File: src/rtl/mc_ctrl_if.sv
// Controller <-> datapath signal bundle for the multi-cycle MIPS core.
// The master side is the controller; the slave side is the datapath/bench.
interface mc_ctrl_if #(
    parameter int unsigned CNT_W = 32
);
    logic [5:0]       op;
    logic [5:0]       funct;
    logic             zero;
    logic             mem_ready;

    logic             pc_wr;
    logic             ir_wr;
    logic             reg_wr;
    logic             dm_wr;
    logic [1:0]       npc_op;
    logic [1:0]       reg_dst;
    logic             alu_src_b;
    logic [2:0]       alu_op;
    logic [1:0]       ext_op;
    logic [1:0]       wb_sel;
    logic [2:0]       state;
    logic             illegal;
    logic [CNT_W-1:0] instr_cnt;

    modport master (
        input  op, funct, zero, mem_ready,
        output pc_wr, ir_wr, reg_wr, dm_wr, npc_op, reg_dst, alu_src_b,
               alu_op, ext_op, wb_sel, state, illegal, instr_cnt
    );

    modport slave (
        output op, funct, zero, mem_ready,
        input  pc_wr, ir_wr, reg_wr, dm_wr, npc_op, reg_dst, alu_src_b,
               alu_op, ext_op, wb_sel, state, illegal, instr_cnt
    );
endinterface

File: src/rtl/mc_ctrl_fsm.sv
// Multi-cycle main controller: sequences FETCH/DCD/EXE/MA/WB and drives
// datapath enables/selects as Mealy outputs of state, opcode/funct and zero.
module mc_ctrl_fsm #(
    parameter int unsigned CNT_W  = 32,
    parameter logic [1:0]  RA_SEL = 2'b10
) (
    input  logic      clk,
    input  logic      rst,
    mc_ctrl_if.master bus
);
    localparam int unsigned OP_W  = 6;
    localparam int unsigned SEL_W = 2;
    localparam int unsigned ALU_W = 3;

    localparam logic [OP_W-1:0] OP_RTYPE = 6'b000000;
    localparam logic [OP_W-1:0] OP_ORI   = 6'b001101;
    localparam logic [OP_W-1:0] OP_ADDI  = 6'b001000;
    localparam logic [OP_W-1:0] OP_LUI   = 6'b001111;
    localparam logic [OP_W-1:0] OP_LW    = 6'b100011;
    localparam logic [OP_W-1:0] OP_SW    = 6'b101011;
    localparam logic [OP_W-1:0] OP_BEQ   = 6'b000100;
    localparam logic [OP_W-1:0] OP_J     = 6'b000010;
    localparam logic [OP_W-1:0] OP_JAL   = 6'b000011;

    localparam logic [OP_W-1:0] FN_ADDU  = 6'b100001;
    localparam logic [OP_W-1:0] FN_SUBU  = 6'b100011;
    localparam logic [OP_W-1:0] FN_SLT   = 6'b101010;
    localparam logic [OP_W-1:0] FN_JR    = 6'b001000;

    localparam logic [SEL_W-1:0] NPC_PC4 = 2'b00;
    localparam logic [SEL_W-1:0] NPC_BR  = 2'b01;
    localparam logic [SEL_W-1:0] NPC_J   = 2'b10;
    localparam logic [SEL_W-1:0] NPC_JR  = 2'b11;

    localparam logic [SEL_W-1:0] DST_RT  = 2'b00;
    localparam logic [SEL_W-1:0] DST_RD  = 2'b01;

    localparam logic [ALU_W-1:0] ALU_ADD = 3'b000;
    localparam logic [ALU_W-1:0] ALU_SUB = 3'b001;
    localparam logic [ALU_W-1:0] ALU_OR  = 3'b010;
    localparam logic [ALU_W-1:0] ALU_SLT = 3'b011;
    localparam logic [ALU_W-1:0] ALU_LUI = 3'b100;

    localparam logic [SEL_W-1:0] EXT_ZERO  = 2'b00;
    localparam logic [SEL_W-1:0] EXT_SIGN  = 2'b01;
    localparam logic [SEL_W-1:0] EXT_UPPER = 2'b10;

    localparam logic [SEL_W-1:0] WB_ALU = 2'b00;
    localparam logic [SEL_W-1:0] WB_DM  = 2'b01;
    localparam logic [SEL_W-1:0] WB_PC4 = 2'b10;

    typedef enum logic [2:0] {
        S_FETCH = 3'd0,
        S_DCD   = 3'd1,
        S_EXE   = 3'd2,
        S_MA    = 3'd3,
        S_WB    = 3'd4
    } state_e;

    state_e           state_q, state_d;
    logic             illegal_q, illegal_d;
    logic [CNT_W-1:0] cnt_q, cnt_d;

    logic is_r, is_addu, is_subu, is_slt, is_jr;
    logic is_ori, is_addi, is_lui, is_lw, is_sw, is_beq, is_j, is_jal;
    logic legal;

    logic [ALU_W-1:0] ins_alu_op;
    logic [SEL_W-1:0] ins_ext_op;
    logic             ins_src_b;

    // Instruction decode from the latched IR fields
    assign is_r    = (bus.op == OP_RTYPE);
    assign is_addu = is_r && (bus.funct == FN_ADDU);
    assign is_subu = is_r && (bus.funct == FN_SUBU);
    assign is_slt  = is_r && (bus.funct == FN_SLT);
    assign is_jr   = is_r && (bus.funct == FN_JR);
    assign is_ori  = (bus.op == OP_ORI);
    assign is_addi = (bus.op == OP_ADDI);
    assign is_lui  = (bus.op == OP_LUI);
    assign is_lw   = (bus.op == OP_LW);
    assign is_sw   = (bus.op == OP_SW);
    assign is_beq  = (bus.op == OP_BEQ);
    assign is_j    = (bus.op == OP_J);
    assign is_jal  = (bus.op == OP_JAL);

    assign legal = is_addu || is_subu || is_slt || is_jr || is_ori || is_addi ||
                   is_lui  || is_lw   || is_sw  || is_beq || is_j  || is_jal;

    // Per-instruction ALU/extender settings, applied in EXE, MA and WB
    always_comb begin : alu_decode
        ins_alu_op = ALU_ADD;
        ins_ext_op = EXT_ZERO;
        ins_src_b  = 1'b0;
        if (is_subu || is_beq) begin
            ins_alu_op = ALU_SUB;
        end else if (is_slt) begin
            ins_alu_op = ALU_SLT;
        end else if (is_ori) begin
            ins_alu_op = ALU_OR;
            ins_src_b  = 1'b1;
        end else if (is_lui) begin
            ins_alu_op = ALU_LUI;
            ins_ext_op = EXT_UPPER;
            ins_src_b  = 1'b1;
        end else if (is_addi || is_lw || is_sw) begin
            ins_ext_op = EXT_SIGN;
            ins_src_b  = 1'b1;
        end
    end

    always_ff @(posedge clk or negedge rst) begin : state_reg
        if (!rst) begin
            state_q   <= S_FETCH;
            illegal_q <= 1'b0;
            cnt_q     <= '0;
        end else begin
            state_q   <= state_d;
            illegal_q <= illegal_d;
            cnt_q     <= cnt_d;
        end
    end

    always_comb begin : next_state
        state_d = state_q;
        case (state_q)
            S_FETCH: state_d = S_DCD;
            S_DCD: begin
                if (!legal || is_j || is_jal) state_d = S_FETCH;
                else                          state_d = S_EXE;
            end
            S_EXE: begin
                if (is_beq || is_jr)     state_d = S_FETCH;
                else if (is_lw || is_sw) state_d = S_MA;
                else                     state_d = S_WB;
            end
            S_MA: begin
                if (bus.mem_ready) state_d = is_lw ? S_WB : S_FETCH;
            end
            S_WB:    state_d = S_FETCH;
            default: state_d = S_FETCH;
        endcase
        illegal_d = (state_q == S_DCD) && !legal;
        // Every return to FETCH retires one instruction, illegal ones included
        cnt_d = ((state_q != S_FETCH) && (state_d == S_FETCH)) ? cnt_q + CNT_W'(1) : cnt_q;
    end

    // Mealy outputs; reset gates all enables and selects asynchronously
    always_comb begin : out_comb
        bus.pc_wr     = 1'b0;
        bus.ir_wr     = 1'b0;
        bus.reg_wr    = 1'b0;
        bus.dm_wr     = 1'b0;
        bus.npc_op    = NPC_PC4;
        bus.reg_dst   = DST_RT;
        bus.alu_src_b = 1'b0;
        bus.alu_op    = ALU_ADD;
        bus.ext_op    = EXT_ZERO;
        bus.wb_sel    = WB_ALU;
        if (rst) begin
            case (state_q)
                S_FETCH: begin
                    bus.pc_wr = 1'b1;
                    bus.ir_wr = 1'b1;
                end
                S_DCD: begin
                    if (is_j || is_jal) begin
                        bus.pc_wr  = 1'b1;
                        bus.npc_op = NPC_J;
                    end
                    if (is_jal) begin
                        bus.reg_wr  = 1'b1;
                        bus.reg_dst = RA_SEL;
                        bus.wb_sel  = WB_PC4;
                    end
                end
                S_EXE: begin
                    bus.alu_op    = ins_alu_op;
                    bus.ext_op    = ins_ext_op;
                    bus.alu_src_b = ins_src_b;
                    if (is_beq) begin
                        bus.pc_wr  = bus.zero;
                        bus.npc_op = NPC_BR;
                    end else if (is_jr) begin
                        bus.pc_wr  = 1'b1;
                        bus.npc_op = NPC_JR;
                    end
                end
                S_MA: begin
                    bus.alu_op    = ins_alu_op;
                    bus.ext_op    = ins_ext_op;
                    bus.alu_src_b = ins_src_b;
                    bus.dm_wr     = bus.mem_ready && is_sw;
                end
                S_WB: begin
                    bus.alu_op    = ins_alu_op;
                    bus.ext_op    = ins_ext_op;
                    bus.alu_src_b = ins_src_b;
                    bus.reg_wr    = 1'b1;
                    if (is_lw)     bus.wb_sel  = WB_DM;
                    else if (is_r) bus.reg_dst = DST_RD;
                end
                default: ;
            endcase
        end
    end

    assign bus.state     = state_q;
    assign bus.illegal   = illegal_q;
    assign bus.instr_cnt = cnt_q;

endmodule
File: src/flat_wrapper.sv
// flat-port wrapper written by rule: the top's interface ports become plain ports
module mc_ctrl_fsm_flat 
#(
    parameter int unsigned CNT_W  = 32,
    parameter logic [1:0]  RA_SEL = 2'b10
)
  (clk, rst, bus_op, bus_funct, bus_zero, bus_mem_ready, bus_pc_wr, bus_ir_wr, bus_reg_wr, bus_dm_wr, bus_npc_op, bus_reg_dst, bus_alu_src_b, bus_alu_op, bus_ext_op, bus_wb_sel, bus_state, bus_illegal, bus_instr_cnt);
  mc_ctrl_if #(.CNT_W(CNT_W)) bus_i ();
  input  logic clk;
  input  logic rst;
  input wire logic [$bits(bus_i.op)-1:0] bus_op;
  input wire logic [$bits(bus_i.funct)-1:0] bus_funct;
  input wire logic [$bits(bus_i.zero)-1:0] bus_zero;
  input wire logic [$bits(bus_i.mem_ready)-1:0] bus_mem_ready;
  output wire logic [$bits(bus_i.pc_wr)-1:0] bus_pc_wr;
  output wire logic [$bits(bus_i.ir_wr)-1:0] bus_ir_wr;
  output wire logic [$bits(bus_i.reg_wr)-1:0] bus_reg_wr;
  output wire logic [$bits(bus_i.dm_wr)-1:0] bus_dm_wr;
  output wire logic [$bits(bus_i.npc_op)-1:0] bus_npc_op;
  output wire logic [$bits(bus_i.reg_dst)-1:0] bus_reg_dst;
  output wire logic [$bits(bus_i.alu_src_b)-1:0] bus_alu_src_b;
  output wire logic [$bits(bus_i.alu_op)-1:0] bus_alu_op;
  output wire logic [$bits(bus_i.ext_op)-1:0] bus_ext_op;
  output wire logic [$bits(bus_i.wb_sel)-1:0] bus_wb_sel;
  output wire logic [$bits(bus_i.state)-1:0] bus_state;
  output wire logic [$bits(bus_i.illegal)-1:0] bus_illegal;
  output wire logic [$bits(bus_i.instr_cnt)-1:0] bus_instr_cnt;
  assign bus_i.op = bus_op;
  assign bus_i.funct = bus_funct;
  assign bus_i.zero = bus_zero;
  assign bus_i.mem_ready = bus_mem_ready;
  assign bus_pc_wr = bus_i.pc_wr;
  assign bus_ir_wr = bus_i.ir_wr;
  assign bus_reg_wr = bus_i.reg_wr;
  assign bus_dm_wr = bus_i.dm_wr;
  assign bus_npc_op = bus_i.npc_op;
  assign bus_reg_dst = bus_i.reg_dst;
  assign bus_alu_src_b = bus_i.alu_src_b;
  assign bus_alu_op = bus_i.alu_op;
  assign bus_ext_op = bus_i.ext_op;
  assign bus_wb_sel = bus_i.wb_sel;
  assign bus_state = bus_i.state;
  assign bus_illegal = bus_i.illegal;
  assign bus_instr_cnt = bus_i.instr_cnt;
  mc_ctrl_fsm #(.CNT_W(CNT_W), .RA_SEL(RA_SEL)) u_core (.clk(clk), .rst(rst), .bus(bus_i));
endmodule
File: config.mk
export PLATFORM = sky130hd
export DESIGN_NAME = mc_ctrl_fsm_flat
export DESIGN_NICKNAME = d
export VERILOG_FILES = /design/src/rtl/mc_ctrl_if.sv /design/src/rtl/mc_ctrl_fsm.sv /design/src/flat_wrapper.sv
export SDC_FILE = /design/constraint.sdc
export NUM_CORES = 1
export LEC_CHECK = 0
export BUFFER_PORTS_ARGS = -buffer_cell sky130_fd_sc_hd__buf_2
export CORE_AREA = 3 3 76 78
export CTS_CLUSTER_DIAMETER = 150
export DETAILED_ROUTE_END_ITERATION = 16
export DIE_AREA = 0 0 79 81
export GPL_ROUTABILITY_DRIVEN = 0
export PLACE_DENSITY = 0.77
export SLEW_MARGIN = 15
export SYNTH_ARGS = -nofsm -noshare
export SYNTH_HDL_FRONTEND = slang
export SYNTH_SLANG_ARGS = --single-unit
File: constraint.sdc
create_clock -name clk -period 2.49 [get_ports clk]
set_clock_uncertainty 0.05 [all_clocks]
set_input_delay 0.498 -clock clk [delete_from_list [all_inputs] [get_ports clk]]
set_output_delay 0.498 -clock clk [all_outputs]
set_load 0.05 [all_outputs]
After elaboration in Yosys (flattened, before gate mapping)
Cells that the tools add are included.

Memory bits (writable): 0. Bits in registers: 36. Word-level logic and storage cells: 103. Memories kept: 0. Bits in latches: 0. Output and inout bits: 52. Input bits: 16. Memory bits (read-only): 0.

Add/sub/neg operators: 1. Multiplexer cells: 51. Equal/unequal tests: 16. Shifts and indexed selects: 0. Reductions and logical operators: 32. Multiply operators: 0. Divide/modulo/power cells: 0. Order comparisons: 0. Bitwise operators: 0.

Operators with widths (count): adder 32 x 1 -> 32 bit (second input constant) (1); == test 6 bit (second input constant) (5); two-way mux 2 bit (15); two-way mux 3 bit (10); == test 6 x 4 -> 1 bit (second input constant) (4); two-way mux 1 bit (20); logical OR 1 bit (19); == test 6 x 2 -> 1 bit (second input constant) (2); one-hot mux 2 bit (2 select lines) (3); one-hot mux 3 bit (4 select lines) (1); logical AND 1 bit (7); == test 3 x 2 -> 1 bit (second input constant) (2); == test 6 x 3 -> 1 bit (second input constant) (1); zero test 3 bit (2); zero test 6 bit (1); == test 3 x 1 -> 1 bit (second input constant) (1); == test 3 bit (second input constant) (1); one-hot mux 1 bit (3 select lines) (1); nonzero test 3 bit (1); OR reduction 3 bit (1); one-hot mux 1 bit (2 select lines) (1); zero test 1 bit (1).

Logic depth before layout (Yosys ltp)
Gate-level depths: netlist of run 1.

Depth after elaboration: 20. Gate-level depth with buffers: 9. Depth with buffers taken out: 7.

Worst setup path before layout of run 1
OpenSTA, ideal clock, no wires.

Path kind: input to output. Start: in bus_op[1]. End: out bus_pc_wr. Path buffers: 1. Data arrival time: 3.818 ns. Stages: 7. Data required time: 1.942 ns. Setup slack: -1.876 ns. Cell sequence: buf_6 nor4_2 and2_1 nand2_1 a21oi_1 nor2b_1 a2111oi_0.

Word-level cells in the longest chain between the ends: 6. Elaborated cells between the ends (all ways): 11. Those cells by class: 3 x eq/ne; 5 x mux; 3 x reduce/logical.

RTL lines: start: declaration (line flat_wrapper.sv:11) `input wire logic [$bits(bus_i.op)-1:0] bus_op;`; zero test 6 bit (line mc_ctrl_fsm.sv:73) `assign is_r = (bus.op == OP_RTYPE);`; logical AND 1 bit (line mc_ctrl_fsm.sv:77) `assign is_jr = is_r && (bus.funct == FN_JR);`; two-way mux 1 bit (line mc_ctrl_fsm.sv:184) `end else if (is_jr) begin`; two-way mux 1 bit (line mc_ctrl_fsm.sv:181) `if (is_beq) begin`; one-hot mux 1 bit (3 select lines) (*) (line mc_ctrl_fsm.sv:161) `case (state_q)`; two-way mux 1 bit (*) (line mc_ctrl_fsm.sv:160) `if (rst) begin`; end: declaration (line flat_wrapper.sv:15) `output wire logic [$bits(bus_i.pc_wr)-1:0] bus_pc_wr;`.

Mark *: on every way between the ends. The rest lies on a longest branch, timed or not.

Worst setup path after layout of run 1
Start: in bus_op[1]. End: out bus_npc_op[0].

Word-level cells in the longest chain between the ends: 6. Elaborated cells between the ends (all ways): 7. Those cells by class: 1 x eq/ne; 4 x mux; 2 x reduce/logical.

RTL lines: zero test 6 bit (line mc_ctrl_fsm.sv:73); logical AND 1 bit (line mc_ctrl_fsm.sv:77); two-way mux 2 bit (line mc_ctrl_fsm.sv:184); two-way mux 2 bit (*) (line mc_ctrl_fsm.sv:181); one-hot mux 2 bit (2 select lines) (*) (line mc_ctrl_fsm.sv:161); two-way mux 2 bit (*) (line mc_ctrl_fsm.sv:160); end: declaration (line flat_wrapper.sv:19) `output wire logic [$bits(bus_i.npc_op)-1:0] bus_npc_op;`.

Marked as above.

==> run_summary.xml, run 1 <==
<?xml version="1.0" encoding="UTF-8"?>
<metrics>
  <group name="outcome">
    <metric name="outcome" unit="">completed</metric>
  </group>
  <group name="logic_synthesis">
    <metric name="netlist.area_leader.share" unit="%">38.8</metric>
    <metric name="number_of_instances_in_the_synthesized_netlist" unit="">239</metric>
    <metric name="synth_sequential_area_ratio" unit="%">38.8</metric>
    <metric name="yosys_warnings" unit="">0</metric>
    <metric name="per_instance_average_area_after_synthesis" unit="um2">9.71</metric>
    <metric name="cell_type_contributing_the_most_total_cell_area_after_synthesis" unit="">dfrtp_1</metric>
    <metric name="mappedNetlistArea" unit="um2">2320</metric>
    <metric name="netlist-cell-type-count" unit="">44</metric>
    <metric name="post_synthesis_net_count" unit="">256</metric>
    <metric name="synthTopCellsByArea" unit="">dfrtp_1 (39%), xnor2_1 (10%), and3_1 (4.3%), nand3_2 (3.9%), nand4_1 (3.8%)</metric>
    <metric name="ys_ff_latch" unit="">36</metric>
  </group>
  <group name="timing">
    <metric name="final_period_minus_worst_setup_slack" unit="ns">2.44</metric>
    <metric name="max_slew.worst_pin.slew" unit="ns">0.495</metric>
    <metric name="whs" unit="ns">0.300</metric>
    <metric name="fin_crit_sh" unit="%">98.0</metric>
    <metric name="slew_violations" unit="">0</metric>
    <metric name="finalSetupViolCount" unit="">0</metric>
    <metric name="max_freq" unit="GHz">0.410</metric>
    <metric name="rel_slew_slack" unit="%">67.0</metric>
    <metric name="rsz_0062_raised_after_global_routing" unit="">yes</metric>
    <metric name="setup_total_negative_slack" unit="ns">0</metric>
    <metric name="hold_violations" unit="">0</metric>
  </group>
  <group name="setup_path">
    <metric name="crit_path_end" unit="">bus_npc_op[0]</metric>
    <metric name="crit_path_start" unit="">bus_op[1]</metric>
    <metric name="crit_chain" unit="">buf_2 &gt; nor4_4 &gt; nand4_1 &gt; buf_4 &gt; a2111oi_4 &gt; buf_6</metric>
    <metric name="worst_r2r_path_depth" unit="">6</metric>
    <metric name="crit_buf_inv" unit="">3</metric>
    <metric name="crit-reg2reg-capture" unit="">u_core.bus.instr_cnt[25]</metric>
    <metric name="worstPathRequired" unit="ns">1.94</metric>
    <metric name="cp_top_family" unit="">buffers and inverters</metric>
    <metric name="worst-setup-path-type" unit="">in2out</metric>
    <metric name="critPathMaxFanout" unit="">4</metric>
    <metric name="critical_path.startpoint_type" unit="">input pin</metric>
    <metric name="setup.worst_path.end_class" unit="">output pin</metric>
    <metric name="timing.rr.start" unit="">u_core.bus.instr_cnt[4]</metric>
    <metric name="cp_slowest_stage_delay" unit="ns">0.34</metric>
    <metric name="slowest_cell_on_crit_path" unit="">nor4_4</metric>
    <metric name="timing.critical_path.depth" unit="">6</metric>
    <metric name="worst-endpoint-arrival" unit="ns">1.89</metric>
    <metric name="worst-r2r-setup-slack" unit="ns">0.24</metric>
  </group>
  <group name="die">
    <metric name="die_h" unit="um">81</metric>
    <metric name="core" unit="um2">5140</metric>
    <metric name="top_level_ports" unit="">68</metric>
    <metric name="floorplan.die_area" unit="um2">6400</metric>
    <metric name="die_w" unit="um">79</metric>
    <metric name="floorplan.rows" unit="">26</metric>
    <metric name="starting_density_of_the_core" unit="%">45.2</metric>
  </group>
  <group name="final_layout">
    <metric name="number_of_flip_flops_in_the_largest_register" unit="">32</metric>
    <metric name="post_route_cells_drive_above_1_share" unit="%">41.5</metric>
    <metric name="mostFrequentLayoutCells" unit="">buf_2 (60), dfrtp_1 (33), xnor2_1 (27), nand2_1 (22), buf_4 (21)</metric>
    <metric name="antenna-diode-count" unit="">0</metric>
    <metric name="finalNetCount" unit="">334</metric>
    <metric name="layout.cells.most_common" unit="">buf_2</metric>
    <metric name="syn2layout_area_growth" unit="%">31.2</metric>
  </group>
  <group name="clocking">
    <metric name="cts_hold_buffers" unit="">0</metric>
    <metric name="cts.path.max_buffers" unit="">2</metric>
    <metric name="cts_num_sinks" unit="">36</metric>
    <metric name="cts_tree" unit="">built</metric>
    <metric name="clock_pin_transition_on_the_worst_setup_and_hold_timing_paths" unit="ns">0.07</metric>
    <metric name="cts_max_level" unit="">2</metric>
    <metric name="cts_buffers" unit="">5</metric>
    <metric name="clk_latency" unit="ns">0.29</metric>
    <metric name="clockRootBuffer" unit="">clkbuf_8</metric>
  </group>
  <group name="drt">
    <metric name="route.vias.total" unit="">2084</metric>
    <metric name="viasPerCell" unit="">5.37</metric>
    <metric name="route.antenna.remaining_nets" unit="">0</metric>
    <metric name="detail_route.iter0.violations" unit="">129</metric>
    <metric name="drt_wl_total" unit="mm">5.78</metric>
    <metric name="wl_per_cell" unit="um">14.9</metric>
    <metric name="drtPass1Iterations" unit="">4</metric>
    <metric name="detail_route.drc_violations" unit="">0</metric>
  </group>
  <group name="job">
    <metric name="max_cap_violations" unit="">0</metric>
  </group>
  <group name="power_and_ir_drop">
    <metric name="total_leakage_power" unit="nW">1.46</metric>
    <metric name="vdd_ir_drop_max" unit="mV">0.433</metric>
    <metric name="pwr_density_cell" unit="nW/um2">705</metric>
  </group>
  <group name="grt">
    <metric name="number_of_global_route_vias_before_repair" unit="">2031</metric>
    <metric name="grt_overflow_total" unit="">0</metric>
    <metric name="largest_net_degree_at_the_start_of_global_routing" unit="">37</metric>
    <metric name="grt_pass1_wl" unit="mm">9.67</metric>
    <metric name="grt_usage" unit="%">18.9</metric>
    <metric name="grt_antenna_before_repair" unit="">0</metric>
  </group>
  <group name="min_path">
    <metric name="hp-class" unit="">in2async</metric>
  </group>
  <group name="place">
    <metric name="place.detailed.hpwl" unit="mm">4.32</metric>
    <metric name="buffer_ports.inserted" unit="">67</metric>
  </group>
</metrics>
## power breakdown
group | switching, W | internal [W]
logic | 0.000642 | 0.000305
clock network | 0.000194 | 0.000252
registers | 0.0000891 | 0.000663
## cells in the mapped netlist
cell,instances
dfrtp_1,36
xnor2_1,27
nand2_1,22
and3_1,16
nand4_1,14
nor2_1,13
nand3_2,9
nor2b_1,7
and4_1,6
xor2_1,6
buf_2,5
buf_6,5
nand4b_1,5
nor3_1,5
nor3b_1,5
a21oi_1,4
buf_4,4
inv_1,4
nand3_1,4
and2_1,3
nand2b_1,3
nand3b_1,3
nand4_2,3
nor4_1,3
a2111oi_0,2
a211oi_1,2
a41oi_1,2
clkbuf_1,2
nor4_2,2
o31ai_1,2
or2_2,2
a22oi_1,1
and4bb_2,1
ha_1,1
mux2_1,1
nor4b_2,1
o211ai_2,1
o21a_1,1
o21ai_0,1
o21bai_1,1
or2_1,1
or3_1,1
or4_4,1
or4bb_1,1
## through the flow
step / instances / instance area, um2 / util [%] / power [W] / setup slack (ns)
after CTS: 386 / 2990 / 58.2 / 0.00214 / 0.00500
after global placement: 378 / 2880 / 55.9 / 0.00166 / -0.115
after floorplan: 239 / 2460 / - / 0.00150 / -0.349
final: 388 / 3040 / 59.2 / 0.00215 / 0.0505
after global routing: 388 / 3040 / 59.2 / 0.00227 / -0.00748
after detailed placement: 378 / 2880 / 55.9 / 0.00167 / -0.169
## per-layer routing
metal	GRT usage [%]	share of wire, %
met1	24.4	45
met2	32.0	49
met3	3.77	5.3
met4	5.84	1.1
met5	0	0
## how the worst min path moves through the flow
stage | from | end | slack [ns] | depth (start not counted)
floorplan | rst | u_core.bus.illegal | 0.15 | 0
global placement | u_core.bus.instr_cnt[31] | u_core.bus.instr_cnt[31] | 0.41 | 1
detailed placement | u_core.bus.instr_cnt[31] | u_core.bus.instr_cnt[31] | 0.41 | 1
CTS | rst | u_core.bus.instr_cnt[19] | 0.31 | 2
global route | rst | u_core.bus.instr_cnt[19] | 0.35 | 2
finish | rst | u_core.bus.instr_cnt[19] | 0.30 | 2
## cell families (layout without fill, tap and decap cells)
family | after synthesis | after routing | synth area share, %
AOI/OAI and AO/OA | 17 | 17 | 5.39
buffers and inverters | 20 | 99 | 5.77
DFF | 36 | 36 | 38.8
muxes | 1 | 1 | 0.485
and+or+nand+nor | 131 | 131 | 36.6
xor gates and xnor gates | 33 | 33 | 12.5
adders and majority gates | 1 | 1 | 0.539
## timing repair
item	in CTS	in global routing
pin swaps	3	4
gates cloned	0	0
buffers inserted	0	2
gates resized for setup	3	14
setup endpoints to repair	3	9
## cell type report
class	instances	area (um2)
clock buffers	8	100
multi-input cells	183	1420
inverters	4	15.0
well taps	70	87.6
fillers	473	2100
flip-flops and latches	36	905
repair buffers	87	518
No activity file was read; power rests on OpenSTA's default activity.
==> inputs of run 2 (changes only) <==
--- a/config.mk
+++ b/config.mk
@@ -6,10 +6,10 @@
 export NUM_CORES = 1
 export LEC_CHECK = 0
 export BUFFER_PORTS_ARGS = -buffer_cell sky130_fd_sc_hd__buf_2
-export CORE_AREA = 3 3 76 78
+export CORE_AREA = 3 3 63 94
 export CTS_CLUSTER_DIAMETER = 150
 export DETAILED_ROUTE_END_ITERATION = 16
-export DIE_AREA = 0 0 79 81
+export DIE_AREA = 0 0 66 97
 export GPL_ROUTABILITY_DRIVEN = 0
 export PLACE_DENSITY = 0.77
 export SLEW_MARGIN = 15
==> run 2 against run 1 <==
Effect of this change:
- worst hold slack worse by 0.057 ns
- sequential power is 2% higher
- total power up 2.8%
- via count up 3.0%
- critical path depth did not move
- register-to-register slack worse by 0.06 ns
- fmax grew 0.54%
- sequential share of layout area fell by 0.41 points
- non-clock buffer count up 7
- cell count up 1.3%
==> run_summary.xml, run 2 (synthesized netlist as in run 1, its figures left out) <==
<?xml version="1.0" encoding="UTF-8"?>
<metrics>
  <group name="die">
    <metric name="floorplan.rows" unit="">32</metric>
    <metric name="starting_density_of_the_core" unit="%">44.9</metric>
    <metric name="core" unit="um2">5160</metric>
    <metric name="floorplan.die_area" unit="um2">6400</metric>
    <metric name="die_h" unit="um">97</metric>
    <metric name="top_level_ports" unit="">68</metric>
    <metric name="die_w" unit="um">66</metric>
  </group>
  <group name="drt">
    <metric name="wl_met1" unit="mm">2.41</metric>
    <metric name="dr.max_layer_used" unit="">met4</metric>
    <metric name="drt_wl_total" unit="mm">5.99</metric>
    <metric name="detail_route.drc_violations" unit="">0</metric>
    <metric name="route.antenna.remaining_nets" unit="">0</metric>
    <metric name="routed-wl-met3" unit="um">332</metric>
    <metric name="wl_per_cell" unit="um">15.3</metric>
    <metric name="drtPass1Iterations" unit="">4</metric>
    <metric name="met2WireLength" unit="mm">3.09</metric>
    <metric name="route.vias.total" unit="">2147</metric>
    <metric name="detail_route.iter0.violations" unit="">98</metric>
    <metric name="viasPerCell" unit="">5.46</metric>
  </group>
  <group name="place">
    <metric name="post_placement_cell_count" unit="">377</metric>
    <metric name="buffer_ports.inserted" unit="">67</metric>
    <metric name="place.detailed.hpwl" unit="mm">4.49</metric>
    <metric name="place_area" unit="um2">2890</metric>
  </group>
  <group name="grt">
    <metric name="number_of_global_route_vias_before_repair" unit="">2095</metric>
    <metric name="grt_antenna_before_repair" unit="">0</metric>
    <metric name="grt_pass1_wl" unit="mm">9.80</metric>
    <metric name="largest_net_degree_at_the_start_of_global_routing" unit="">18</metric>
    <metric name="grt_usage" unit="%">19.0</metric>
    <metric name="grt_overflow_total" unit="">0</metric>
  </group>
  <group name="final_layout">
    <metric name="fill_cells" unit="">449</metric>
    <metric name="finalNetCount" unit="">341</metric>
    <metric name="stdcell_area" unit="um2">3090</metric>
    <metric name="number_of_flip_flops_in_the_largest_register" unit="">32</metric>
    <metric name="layout.cells.non_filler" unit="">393</metric>
    <metric name="antenna-diode-count" unit="">0</metric>
    <metric name="layout.cells.most_common" unit="">buf_2</metric>
    <metric name="post_route_cells_drive_above_1_share" unit="%">42.5</metric>
    <metric name="mostFrequentLayoutCells" unit="">buf_2 (59), dfrtp_1 (33), buf_4 (28), xnor2_1 (27), nand2_1 (22)</metric>
    <metric name="final_core_util" unit="%">59.8</metric>
    <metric name="syn2layout_area_growth" unit="%">33.0</metric>
    <metric name="seqCellArea" unit="um2">905</metric>
    <metric name="multiInputGateArea" unit="um2">1410</metric>
  </group>
  <group name="clocking">
    <metric name="cts_num_sinks" unit="">36</metric>
    <metric name="clk_latency" unit="ns">0.28</metric>
    <metric name="cts_buffers" unit="">5</metric>
    <metric name="clock_pin_transition_on_the_worst_setup_and_hold_timing_paths" unit="ns">0.07</metric>
    <metric name="clockRootBuffer" unit="">clkbuf_8</metric>
    <metric name="cts_max_level" unit="">2</metric>
    <metric name="cts.path.max_buffers" unit="">2</metric>
    <metric name="cts_tree" unit="">built</metric>
  </group>
  <group name="setup_path">
    <metric name="crit_path_frequent_cell" unit="">buf_4</metric>
    <metric name="crit-reg2reg-capture" unit="">u_core.bus.instr_cnt[31]</metric>
    <metric name="slowest_cell_on_crit_path" unit="">nor4_1</metric>
    <metric name="worst_r2r_path_depth" unit="">6</metric>
    <metric name="setup.worst_path.end_class" unit="">output pin</metric>
    <metric name="timing.rr.start" unit="">u_core.bus.instr_cnt[4]</metric>
    <metric name="critPathMaxFanout" unit="">3</metric>
    <metric name="worstPathRequired" unit="ns">1.94</metric>
    <metric name="crit_chain" unit="">buf_2 &gt; nor4_1 &gt; nand4_1 &gt; buf_4 &gt; a2111oi_2 &gt; buf_4</metric>
    <metric name="worst-setup-path-type" unit="">in2out</metric>
    <metric name="cp_slowest_stage_delay" unit="ns">0.35</metric>
    <metric name="worst-endpoint-arrival" unit="ns">1.88</metric>
    <metric name="worst-r2r-setup-slack" unit="ns">0.18</metric>
    <metric name="critical_path.startpoint_type" unit="">input pin</metric>
  </group>
  <group name="timing">
    <metric name="fin_crit_sh" unit="%">97.4</metric>
    <metric name="max_slew.worst_pin.slew" unit="ns">0.528</metric>
    <metric name="final_period_minus_worst_setup_slack" unit="ns">2.43</metric>
    <metric name="max_freq" unit="GHz">0.412</metric>
    <metric name="rel_slew_slack" unit="%">64.8</metric>
    <metric name="finalSetupViolCount" unit="">0</metric>
    <metric name="rsz_0062_raised_after_global_routing" unit="">yes</metric>
    <metric name="setup_total_negative_slack" unit="ns">0</metric>
    <metric name="hold_violations" unit="">0</metric>
    <metric name="slew_violations" unit="">0</metric>
  </group>
  <group name="power_and_ir_drop">
    <metric name="vdd_ir_drop_max" unit="mV">1.02</metric>
    <metric name="total_leakage_power" unit="nW">1.49</metric>
    <metric name="pwr_density_cell" unit="nW/um2">715</metric>
  </group>
  <group name="min_path">
    <metric name="hp-class" unit="">in2async</metric>
  </group>
  <group name="outcome">
    <metric name="outcome" unit="">completed</metric>
  </group>
  <group name="job">
    <metric name="max_cap_violations" unit="">0</metric>
  </group>
</metrics>
-- run 2: worst max-delay path: cells and delay by family --
kind | cells | cell delay (ns)
buffers and inverters | 3 | 0.56
and+or+nand+nor | 2 | 0.53
AOI/OAI and AO/OA | 1 | 0.29
-- run 2: metrics by stage --
step	power [W]	worst slack (ns)	hold slack (ns)
6_report	0.00221	0.0636	0.243
5_1_grt	0.00232	-0.0177	0.261
4_1_cts	0.00215	0.0114	0.237
3_5_place_dp	0.00170	-0.196	0.304
3_3_place_gp	0.00168	-0.180	0.301
2_1_floorplan	0.00150	-0.349	0.152
-- run 2: layout make-up --
class	count	area share, %
Timing Repair Buffer	94	18.8
Tap cell	68	2.76
Clock buffer	8	2.92
Sequential cell	36	29.3
Inverter	4	0.486
Multi-Input combinational cell	183	45.7
-- run 2: worst max-delay path by stage --
stage	startpoint	to	slack (ns)	cells past startpoint
3_3_place_gp	bus_op[1]	bus_pc_wr	-0.18	8
2_1_floorplan	bus_op[1]	bus_npc_op[0]	-0.35	4
4_1_cts	u_core.bus.state[0]	bus_alu_src_b	0.01	7
6_report	bus_op[2]	bus_npc_op[0]	0.06	6
3_5_place_dp	bus_op[1]	bus_pc_wr	-0.20	8
5_1_grt	bus_op[3]	bus_alu_op[1]	-0.02	8
-- run 2: routing by layer --
metal  global-route usage [%]  vias up
met3                     3.48       15
met2                     33.1       70
met5                        0        -
met4                     7.04        0
met1                     22.8     1030
li1                         -     1032
-- run 2: where the power goes --
part / internal, W / leakage, nW / switching [W] / total [W]
registers: 0.000663 / 0.477 / 0.000105 / 0.000767
clock network: 0.000226 / 0.0455 / 0.000203 / 0.000429
logic: 0.000360 / 0.968 / 0.000650 / 0.00101
total: 0.00125 / 1.49 / 0.000958 / 0.00221
-- run 2: what timing repair did --
| action | 4_1_cts | 5_1_grt |
|---|---|---|
| pin swaps | 3 | 0 |
| hold endpoints to repair | 3 | 0 |
| hold buffers | 1 | 0 |
| gates cloned | 0 | 0 |
| endpoints found under the setup margin | 3 | 11 |
| setup buffers | 1 | 6 |
| gates resized for setup | 3 | 13 |
